### config.mk
export PLATFORM = sky130hd
export DESIGN_NAME = dispense_step_ctrl_flat
export DESIGN_NICKNAME = d
export VERILOG_FILES = /design/src/rtl/dispense_pkg.sv /design/src/rtl/dispense_step_ctrl_if.sv /design/src/rtl/sync_edge_det.sv /design/src/rtl/dispense_step_ctrl.sv /design/src/flat_wrapper.sv
export SDC_FILE = /design/constraint.sdc
export NUM_CORES = 1
export LEC_CHECK = 0
export CAP_MARGIN = 20
export CORE_ASPECT_RATIO = 0.6
export CORE_UTILIZATION = 25
export DETAILED_ROUTE_END_ITERATION = 12
export DONT_BUFFER_PORTS = 1
export PLACE_DENSITY = 0.45
export SLEW_MARGIN = 30
export SYNTH_ARGS = -nofsm -noshare
export SYNTH_HDL_FRONTEND = slang
export SYNTH_HIERARCHICAL = 1
export SYNTH_SLANG_ARGS = --single-unit
export TNS_END_PERCENT = 10
### constraint.sdc
create_clock -name clock_test -period 4 [get_ports clock_test]
set_input_delay 0.8 -clock clock_test [delete_from_list [all_inputs] [get_ports clock_test]]
set_output_delay 0.8 -clock clock_test [all_outputs]
set_load 0.01 [all_outputs]
### src/rtl/dispense_pkg.sv
// dispense_pkg: shared types and constants for the dispense stepper controller.
//   - FSM state encoding
//   - coil drive sequences for full-step and half-step operation
//   - PHASE_W / SEQ_LEN, chosen by the HALF_STEP_EN macro
//     (HALF_STEP_EN defined: 8-entry half-step sequence;
//      undefined: 4-entry full-step sequence)
package dispense_pkg;

  typedef enum logic [1:0] {
    ST_IDLE  = 2'd0,
    ST_RUN   = 2'd1,
    ST_HOLD  = 2'd2,
    ST_FAULT = 2'd3
  } state_e;

  localparam logic [3:0] COIL_OFF = 4'b0000;

  // Index [0] is the first pattern driven after a load. Coil bits are {D,C,B,A}.
  localparam logic [3:0][3:0] FULL_SEQ = {4'b1001, 4'b1100, 4'b0110, 4'b0011};
  localparam logic [7:0][3:0] HALF_SEQ = {4'b1001, 4'b1000, 4'b1100, 4'b0100,
                                          4'b0110, 4'b0010, 4'b0011, 4'b0001};

`ifdef HALF_STEP_EN
  localparam int PHASE_W = 3;
`else
  localparam int PHASE_W = 2;
`endif
  // Phase counter width equals log2 of the sequence length, so the
  // phase wraps through the sequence by natural overflow.
  localparam int SEQ_LEN = 1 << PHASE_W;

  typedef logic [PHASE_W-1:0] phase_t;

  function automatic logic [3:0] seq_coil(phase_t ph);
`ifdef HALF_STEP_EN
    return HALF_SEQ[ph];
`else
    return FULL_SEQ[ph];
`endif
  endfunction

endpackage

### src/rtl/dispense_step_ctrl_if.sv
// dispense_step_ctrl_if: request/status bus between the vend controller
// (master) and dispense_step_ctrl (slave).
//   req_i    dispense request level
//   steps_i  requested step count (STEPS_W bits)
//   abort_i  abort motion / clear fault
//   coil_o   coil drive {D,C,B,A}
//   busy_o   motion in progress (RUN or HOLD)
//   done_o   one-cycle success pulse
//   fault_o  jam fault level
interface dispense_step_ctrl_if #(
  parameter int STEPS_W = 12
);
  logic               req_i;
  logic [STEPS_W-1:0] steps_i;
  logic               abort_i;
  logic [3:0]         coil_o;
  logic               busy_o;
  logic               done_o;
  logic               fault_o;

  modport master (
    output req_i, steps_i, abort_i,
    input  coil_o, busy_o, done_o, fault_o
  );

  modport slave (
    input  req_i, steps_i, abort_i,
    output coil_o, busy_o, done_o, fault_o
  );
endinterface

### src/rtl/sync_edge_det.sv
// sync_edge_det: STAGES-deep synchroniser for an asynchronous input.
//   EDGE=1: q_o is a registered one-cycle pulse on a synced rising edge,
//           valid STAGES+1 cycles after the input rises.
//   EDGE=0: q_o is the synced level.
// Ports: clk, rst_n (async active-low), d_i (async input), q_o.
module sync_edge_det #(
  parameter int STAGES = 2,
  parameter bit EDGE   = 1'b1
) (
  input  logic clk,
  input  logic rst_n,
  input  logic d_i,
  output logic q_o
);

  logic [STAGES-1:0] sync_q, sync_d;

  always_comb begin
    sync_d = {sync_q[STAGES-2:0], d_i};
  end

  always_ff @(posedge clk or negedge rst_n) begin
    if (!rst_n) sync_q <= '0;
    else        sync_q <= sync_d;
  end

  if (EDGE) begin : g_edge
    logic              prev_q, prev_d;
    logic              edge_q, edge_d;
    logic [STAGES:0]   vld_pipe, vld_pipe_d;

    // vld_pipe fills with ones after reset; its top bit means prev_q holds a
    // real sample. Until then no edge is reported, so a level already high
    // at reset release does not look like a rise.
    always_comb begin
      vld_pipe_d = {vld_pipe[STAGES-1:0], 1'b1};
      prev_d     = sync_q[STAGES-1];
      edge_d     = sync_q[STAGES-1] & ~prev_q & vld_pipe[STAGES];
    end

    always_ff @(posedge clk or negedge rst_n) begin
      if (!rst_n) begin
        vld_pipe <= '0;
        prev_q   <= 1'b0;
        edge_q   <= 1'b0;
      end else begin
        vld_pipe <= vld_pipe_d;
        prev_q   <= prev_d;
        edge_q   <= edge_d;
      end
    end

    assign q_o = edge_q;
  end else begin : g_level
    assign q_o = sync_q[STAGES-1];
  end

endmodule

### src/rtl/dispense_step_ctrl.sv
// dispense_step_ctrl: dispense-coil stepper sequencer.
//   Loads a step count on request, advances the coil pattern once per step
//   tick, holds the last pattern for HOLD_TICKS ticks, then reports done if
//   the IR drop sensor saw product, else enters FAULT until abort.
// Build option: HALF_STEP_EN selects the 8-entry half-step sequence.
// Ports:
//   clock_test    oscillator clock (only clock)
//   rstn          async active-low reset
//   tick_i        step-rate tick, asynchronous
//   drop_sense_i  IR drop sensor, asynchronous, high = product falling
//   bus           request/status interface (slave side)
module dispense_step_ctrl
  import dispense_pkg::*;
#(
  parameter int STEPS_W     = 12,
  parameter int SYNC_STAGES = 2,   // must be >= 2
  parameter int HOLD_TICKS  = 2    // must be >= 1
) (
  input  logic                 clock_test,
  input  logic                 rstn,
  input  logic                 tick_i,
  input  logic                 drop_sense_i,
  dispense_step_ctrl_if.slave  bus
);

  localparam int HOLD_W = $clog2(HOLD_TICKS + 1);
  localparam logic [HOLD_W-1:0] HOLD_LAST = HOLD_W'(HOLD_TICKS - 1);

  logic step_en;
  logic drop_lvl;

  sync_edge_det #(.STAGES(SYNC_STAGES), .EDGE(1'b1)) u_tick_sync (
    .clk   (clock_test),
    .rst_n (rstn),
    .d_i   (tick_i),
    .q_o   (step_en)
  );

  sync_edge_det #(.STAGES(SYNC_STAGES), .EDGE(1'b0)) u_drop_sync (
    .clk   (clock_test),
    .rst_n (rstn),
    .d_i   (drop_sense_i),
    .q_o   (drop_lvl)
  );

  state_e             state_q, state_d;
  phase_t             phase_q, phase_d;
  logic [STEPS_W-1:0] cnt_q, cnt_d;
  logic [HOLD_W-1:0]  hold_q, hold_d;
  logic               drop_seen_q, drop_seen_d;
  logic [3:0]         coil_q, coil_d;
  logic               busy_q, busy_d;
  logic               done_q, done_d;
  logic               fault_q, fault_d;
  logic               moving;

  always_ff @(posedge clock_test or negedge rstn) begin
    if (!rstn) begin
      state_q     <= ST_IDLE;
      phase_q     <= '0;
      cnt_q       <= '0;
      hold_q      <= '0;
      drop_seen_q <= 1'b0;
      coil_q      <= COIL_OFF;
      busy_q      <= 1'b0;
      done_q      <= 1'b0;
      fault_q     <= 1'b0;
    end else begin
      state_q     <= state_d;
      phase_q     <= phase_d;
      cnt_q       <= cnt_d;
      hold_q      <= hold_d;
      drop_seen_q <= drop_seen_d;
      coil_q      <= coil_d;
      busy_q      <= busy_d;
      done_q      <= done_d;
      fault_q     <= fault_d;
    end
  end

  always_comb begin
    state_d     = state_q;
    phase_d     = phase_q;
    cnt_d       = cnt_q;
    hold_d      = hold_q;
    done_d      = 1'b0;
    // The drop is latched in the same cycle it is seen so a drop that
    // arrives on the final hold tick still counts.
    drop_seen_d = drop_seen_q |
                  (drop_lvl & ((state_q == ST_RUN) || (state_q == ST_HOLD)));

    unique case (state_q)
      ST_IDLE: begin
        if (!bus.abort_i && bus.req_i) begin
          if (bus.steps_i != '0) begin
            cnt_d       = bus.steps_i;
            phase_d     = '0;
            drop_seen_d = 1'b0;
            state_d     = ST_RUN;
          end else begin
            done_d = 1'b1;
          end
        end
      end
      ST_RUN: begin
        if (bus.abort_i) begin
          state_d = ST_IDLE;
        end else if (step_en) begin
          phase_d = phase_q + 1'b1;
          cnt_d   = cnt_q - 1'b1;
          if (cnt_q == STEPS_W'(1)) begin
            state_d = ST_HOLD;
            hold_d  = '0;
          end
        end
      end
      ST_HOLD: begin
        if (bus.abort_i) begin
          state_d = ST_IDLE;
        end else if (step_en) begin
          if (hold_q == HOLD_LAST) begin
            if (drop_seen_d) begin
              state_d = ST_IDLE;
              done_d  = 1'b1;
            end else begin
              state_d = ST_FAULT;
            end
          end else begin
            hold_d = hold_q + 1'b1;
          end
        end
      end
      ST_FAULT: begin
        if (bus.abort_i) state_d = ST_IDLE;
      end
      default: state_d = ST_IDLE;
    endcase

    // Outputs are registered from the next state so they change together
    // with the state and never glitch.
    moving  = (state_d == ST_RUN) || (state_d == ST_HOLD);
    coil_d  = moving ? seq_coil(phase_d) : COIL_OFF;
    busy_d  = moving;
    fault_d = (state_d == ST_FAULT);
  end

  assign bus.coil_o  = coil_q;
  assign bus.busy_o  = busy_q;
  assign bus.done_o  = done_q;
  assign bus.fault_o = fault_q;

endmodule

### src/flat_wrapper.sv
// flat-port wrapper written by rule: the top's interface ports become plain ports
module dispense_step_ctrl_flat import dispense_pkg::*;
#(
  parameter int STEPS_W     = 12,
  parameter int SYNC_STAGES = 2,                  
  parameter int HOLD_TICKS  = 2                   
)
  (clock_test, rstn, tick_i, drop_sense_i, bus_req_i, bus_steps_i, bus_abort_i, bus_coil_o, bus_busy_o, bus_done_o, bus_fault_o);
  dispense_step_ctrl_if #(.STEPS_W(STEPS_W)) bus_i ();
  input  logic clock_test;
  input  logic rstn;
  input  logic tick_i;
  input  logic drop_sense_i;
  input wire logic [$bits(bus_i.req_i)-1:0] bus_req_i;
  input wire logic [$bits(bus_i.steps_i)-1:0] bus_steps_i;
  input wire logic [$bits(bus_i.abort_i)-1:0] bus_abort_i;
  output wire logic [$bits(bus_i.coil_o)-1:0] bus_coil_o;
  output wire logic [$bits(bus_i.busy_o)-1:0] bus_busy_o;
  output wire logic [$bits(bus_i.done_o)-1:0] bus_done_o;
  output wire logic [$bits(bus_i.fault_o)-1:0] bus_fault_o;
  assign bus_i.req_i = bus_req_i;
  assign bus_i.steps_i = bus_steps_i;
  assign bus_i.abort_i = bus_abort_i;
  assign bus_coil_o = bus_i.coil_o;
  assign bus_busy_o = bus_i.busy_o;
  assign bus_done_o = bus_i.done_o;
  assign bus_fault_o = bus_i.fault_o;
  dispense_step_ctrl #(.STEPS_W(STEPS_W), .SYNC_STAGES(SYNC_STAGES), .HOLD_TICKS(HOLD_TICKS)) u_core (.clock_test(clock_test), .rstn(rstn), .tick_i(tick_i), .drop_sense_i(drop_sense_i), .bus(bus_i));
endmodule
==> results by group <==
Power
  • Switching share of power: 35.62%
  • Sequential power share: 38.2%
  • Power Dens Cells: 716.8 mW/mm^2
  • Clk pwr share: 30.0%
  • Net Sw Power: 535.4 uW
  • Power share of the combinational group: 31.8%
  • Pleak: 0.0008932 uW
  • Pint: 967.7 uW
  • Peak supply drop: 0.1866 mV

Timing
  • Setup ws final: 1411 ps
  • Setup Viol. Count Final: 0
  • Fin. Hold Viols: 0
  • Setup TNS Final: 0 ps
  • Period utilization: 64.73%
  • Clk_skew: 6.809 ps
  • Max Slew Vio Count: 0
  • Worst-margin pin slew: 548.2 ps
  • RSZ-0062 raised after global routing: no
  • Slew HR: 63.12%
  • Minimum clock period: roughly 2600 ps
  • Fmax: 0.3862 GHz

Routing
  • Wire per inst: 15.39 microns
  • Drt first pass iters: 4
  • Final WL: 4278 microns
  • Via count: 1,397
  • # DRC: 0
  • Vias/cell: 5.025
  • Initial DRC count: around 100
  • Antenna-violating nets left: 0

Synth
  • Synth Cell Area: between 0.0015 and 0.002 sq mm
  • Post-synthesis mux area share: 2.310%
  • Main combinational cell family by area after synthesis: simple AND/OR/NAND/NOR gates
  • Post-Syn Nets: roughly 220
  • #FFs+latches synth: 35
  • Top cells by area, synth: dfrtp_1 (48%), ha_1 (5.4%), o21ai_0 (4.1%), nand2_1 (3.3%), nor2_1 (2.9%)
  • Syn. warnings: 6
  • Seq/Total Area, Yosys: 47.55%
  • Synth Area in XOR/XNOR: 0.4755%
  • Post-Synth Simple-Gate Area: 20.04%
  • Synth cell types: 49
  • Async set-reset flop share out of synthesis: 100.0%
  • Adder-cell share of the synthesized area: 5.435%
  • Mean Syn Cell Area: 9.694 sq um
  • Count of flip-flops with a built-in enable after synthesis: 0
  • Top_reg_cell synth: dfrtp_1
  • Post-Synthesis Cells: 190
  • Synth area leader: dfrtp_1
  • Synth top area share: 47.55%
  • Synth Area in Compound Gates: 19.63%

Critical path
  • Worst setup EP type: flop
  • Arr. time, crit path: roughly 2800 ps
  • Worst-path fanout max: 5
  • Flop-to-flop setup slack: 1410 ps
  • Kind of critical path: reg2reg
  • CP Launch Type: flop
  • WP data required: 4190 ps

Layout
  • Fin area: 0.002097 sq mm
  • Antenna Cells: 0
  • Layout cells sized above 1: 9.424%
  • Post-layout util: just over 30%
  • Nets: roughly 220
  • Synthesis-to-layout area growth: 13.86%

Clocking
  • Clock root buffer: clkbuf_16
  • Total CTS buffers: 5
  • CTS tree: built
  • Hold_buf cts: 0
  • Worst-path clk slew: 60 ps
  • Post-CTS sizing: 0
  • CTS Buffer Depth: 2
  • Post-CTS Setup Inserts: 0
  • Clock Latency Late Sink: 280 ps
  • CTS HTree Levels: 2
  • Sinks on Clock Net: 35

Die
  • # rows: 23
  • Core area: 0.006907 sq mm
  • Die area: about 0.0077 sq mm
  • Die H: 68.49 microns
  • Die W: 112.8 microns
  • Initial Util: 26.67%
  • Number of I/O pins: 25

Placement
  • HPWL Detailed: 3049 microns
  • Pre-CTS WS: 1254 ps
  • Placement Cell Area: 0.001923 sq mm
  • I/O Buffers: 0
  • Routability cong.: 0.7431

GRT
  • First-pass GRT wire length: 6872 microns
  • Largest net degree at the start of global routing: 36
  • Antenna violations before repair: 0
  • Gr ovfl total: 0
  • Vias in the first global route: 1,266
  • Aggregate global-route resource usage: 12.27%

Flow run
  • Total of max-cap violations: 0

Worst hold path
  • Hold Path Class: in2async

Status
  • Run status: finished clean
[critical path: stages (launching register included)]
cell	delay [ps]
dfrtp_1	410
inv_1	80
ha_1	280
a21oi_1	100
nand2b_1	200
a2111oi_0	440
a222oi_1	120
or2_2	310
ha_1	330
inv_1	80
a21oi_1	150
[state kept, by name, indices dropped and copies added (netlist names)]
register,count
u_core/bus.busy_o,1
u_core/bus.coil_o,4
u_core/bus.done_o,1
u_core/bus.fault_o,1
u_core/cnt_q,12
u_core/drop_seen_q,1
u_core/hold_q,2
u_core/phase_q,2
u_core/state_q,2
u_core/u_drop_sync/sync_q,2
u_core/u_tick_sync/g_edge.prev_q,1
u_core/u_tick_sync/g_edge.vld_pipe,3
u_core/u_tick_sync/q_o,1
u_core/u_tick_sync/sync_q,2
[synth_stat cells (2+ instances only)]
cell / count
o21ba_1: 2
inv_1: 11
a31oi_1: 3
nand2b_1: 2
nand3_1: 7
clkbuf_1: 6
o22ai_1: 3
nand4_1: 2
mux2_2: 2
dfrtp_1: 35
nand2_1: 16
nor2b_1: 5
ha_1: 8
nor2_1: 14
o21ai_0: 15
nor4_1: 6
a21oi_1: 10
a2bb2oi_1: 5
mux2i_1: 2
and2_1: 2
nor3_1: 6
[cell families after synthesis]
group	Yosys count
compound gates	51
other cells	1
simple gates	70
mux	4
flops	35
fa+ha+maj	8
buf+inv	20
xor+xnor	1
[final cells by class]
cell class / count / area, sq um
Clock buffer: 6 / 138.9
Clock inverter: 2 / 35.03
Fill cell: 740 / 4810
Inverter: 12 / 45.04
Multi-Input combinational cell: 135 / 885.9
Sequential cell: 35 / 875.8
Tap cell: 87 / 108.9
Timing Repair Buffer: 1 / 7.507
[layout by cell type, fill, tap and decap left out, types with 2 or more instances in the layout]
master      n
a21oi_1    10
a2bb2oi_1   5
a31oi_1     3
and2_1      2
clkbuf_16   5
dfrtp_1    35
ha_1        8
inv_1      11
mux2_2      2
mux2i_1     2
nand2_1    16
nand2b_1    2
nand3_1     7
nand4_1     2
nor2_1     14
nor2b_1     5
nor3_1      6
nor4_1      6
o21ai_0    15
o21ba_1     2
o22ai_1     3
[routing by layer]
| metal | vias to the layer above | wire (microns) | GRT usage [%] |
|---|---|---|---|
| li1 | 689 | - | - |
| met1 | 668 | 2375 | 18.46 |
| met2 | 35 | 1568 | 14.97 |
| met3 | 5 | 277 | 4.252 |
| met4 | 0 | 56 | 5.500 |
| met5 | - | 0 | 0 |
[metrics by stage]
stage	power, uW	cells	hold slack, ps
final	1503	278	215.7
after global routing	1625	278	200.8
after CTS	1521	278	206.7
after detailed placement	1057	270	335.5
after global placement	1064	270	333.5
after floorplan	941.4	190	331.2
[power by group through the flow]
stage	logic (uW)	registers (uW)	clock network [uW]
2_1_floorplan	398	543	0
3_3_place_gp	481	583	0
3_5_place_dp	477	580	0
4_1_cts	480	575	466
5_1_grt	549	592	484
6_report	478	574	451
[final timing paths]
kind                                               from                            to  depth (start not counted)
max in group asynchronous                          rstn          u_core/bus.coil_o[3]                          0
min in group clock_test    u_core/u_drop_sync/sync_q[0]  u_core/u_drop_sync/sync_q[1]                          0
setup / recovery                      u_core/state_q[1]          u_core/bus.coil_o[2]                         10
hold / removal                                     rstn               u_core/cnt_q[6]                          0
hold reg to reg            u_core/u_drop_sync/sync_q[0]  u_core/u_drop_sync/sync_q[1]                          0
setup reg to reg                      u_core/state_q[1]          u_core/bus.coil_o[2]                         10
No activity file was read; power rests on OpenSTA's default activity.
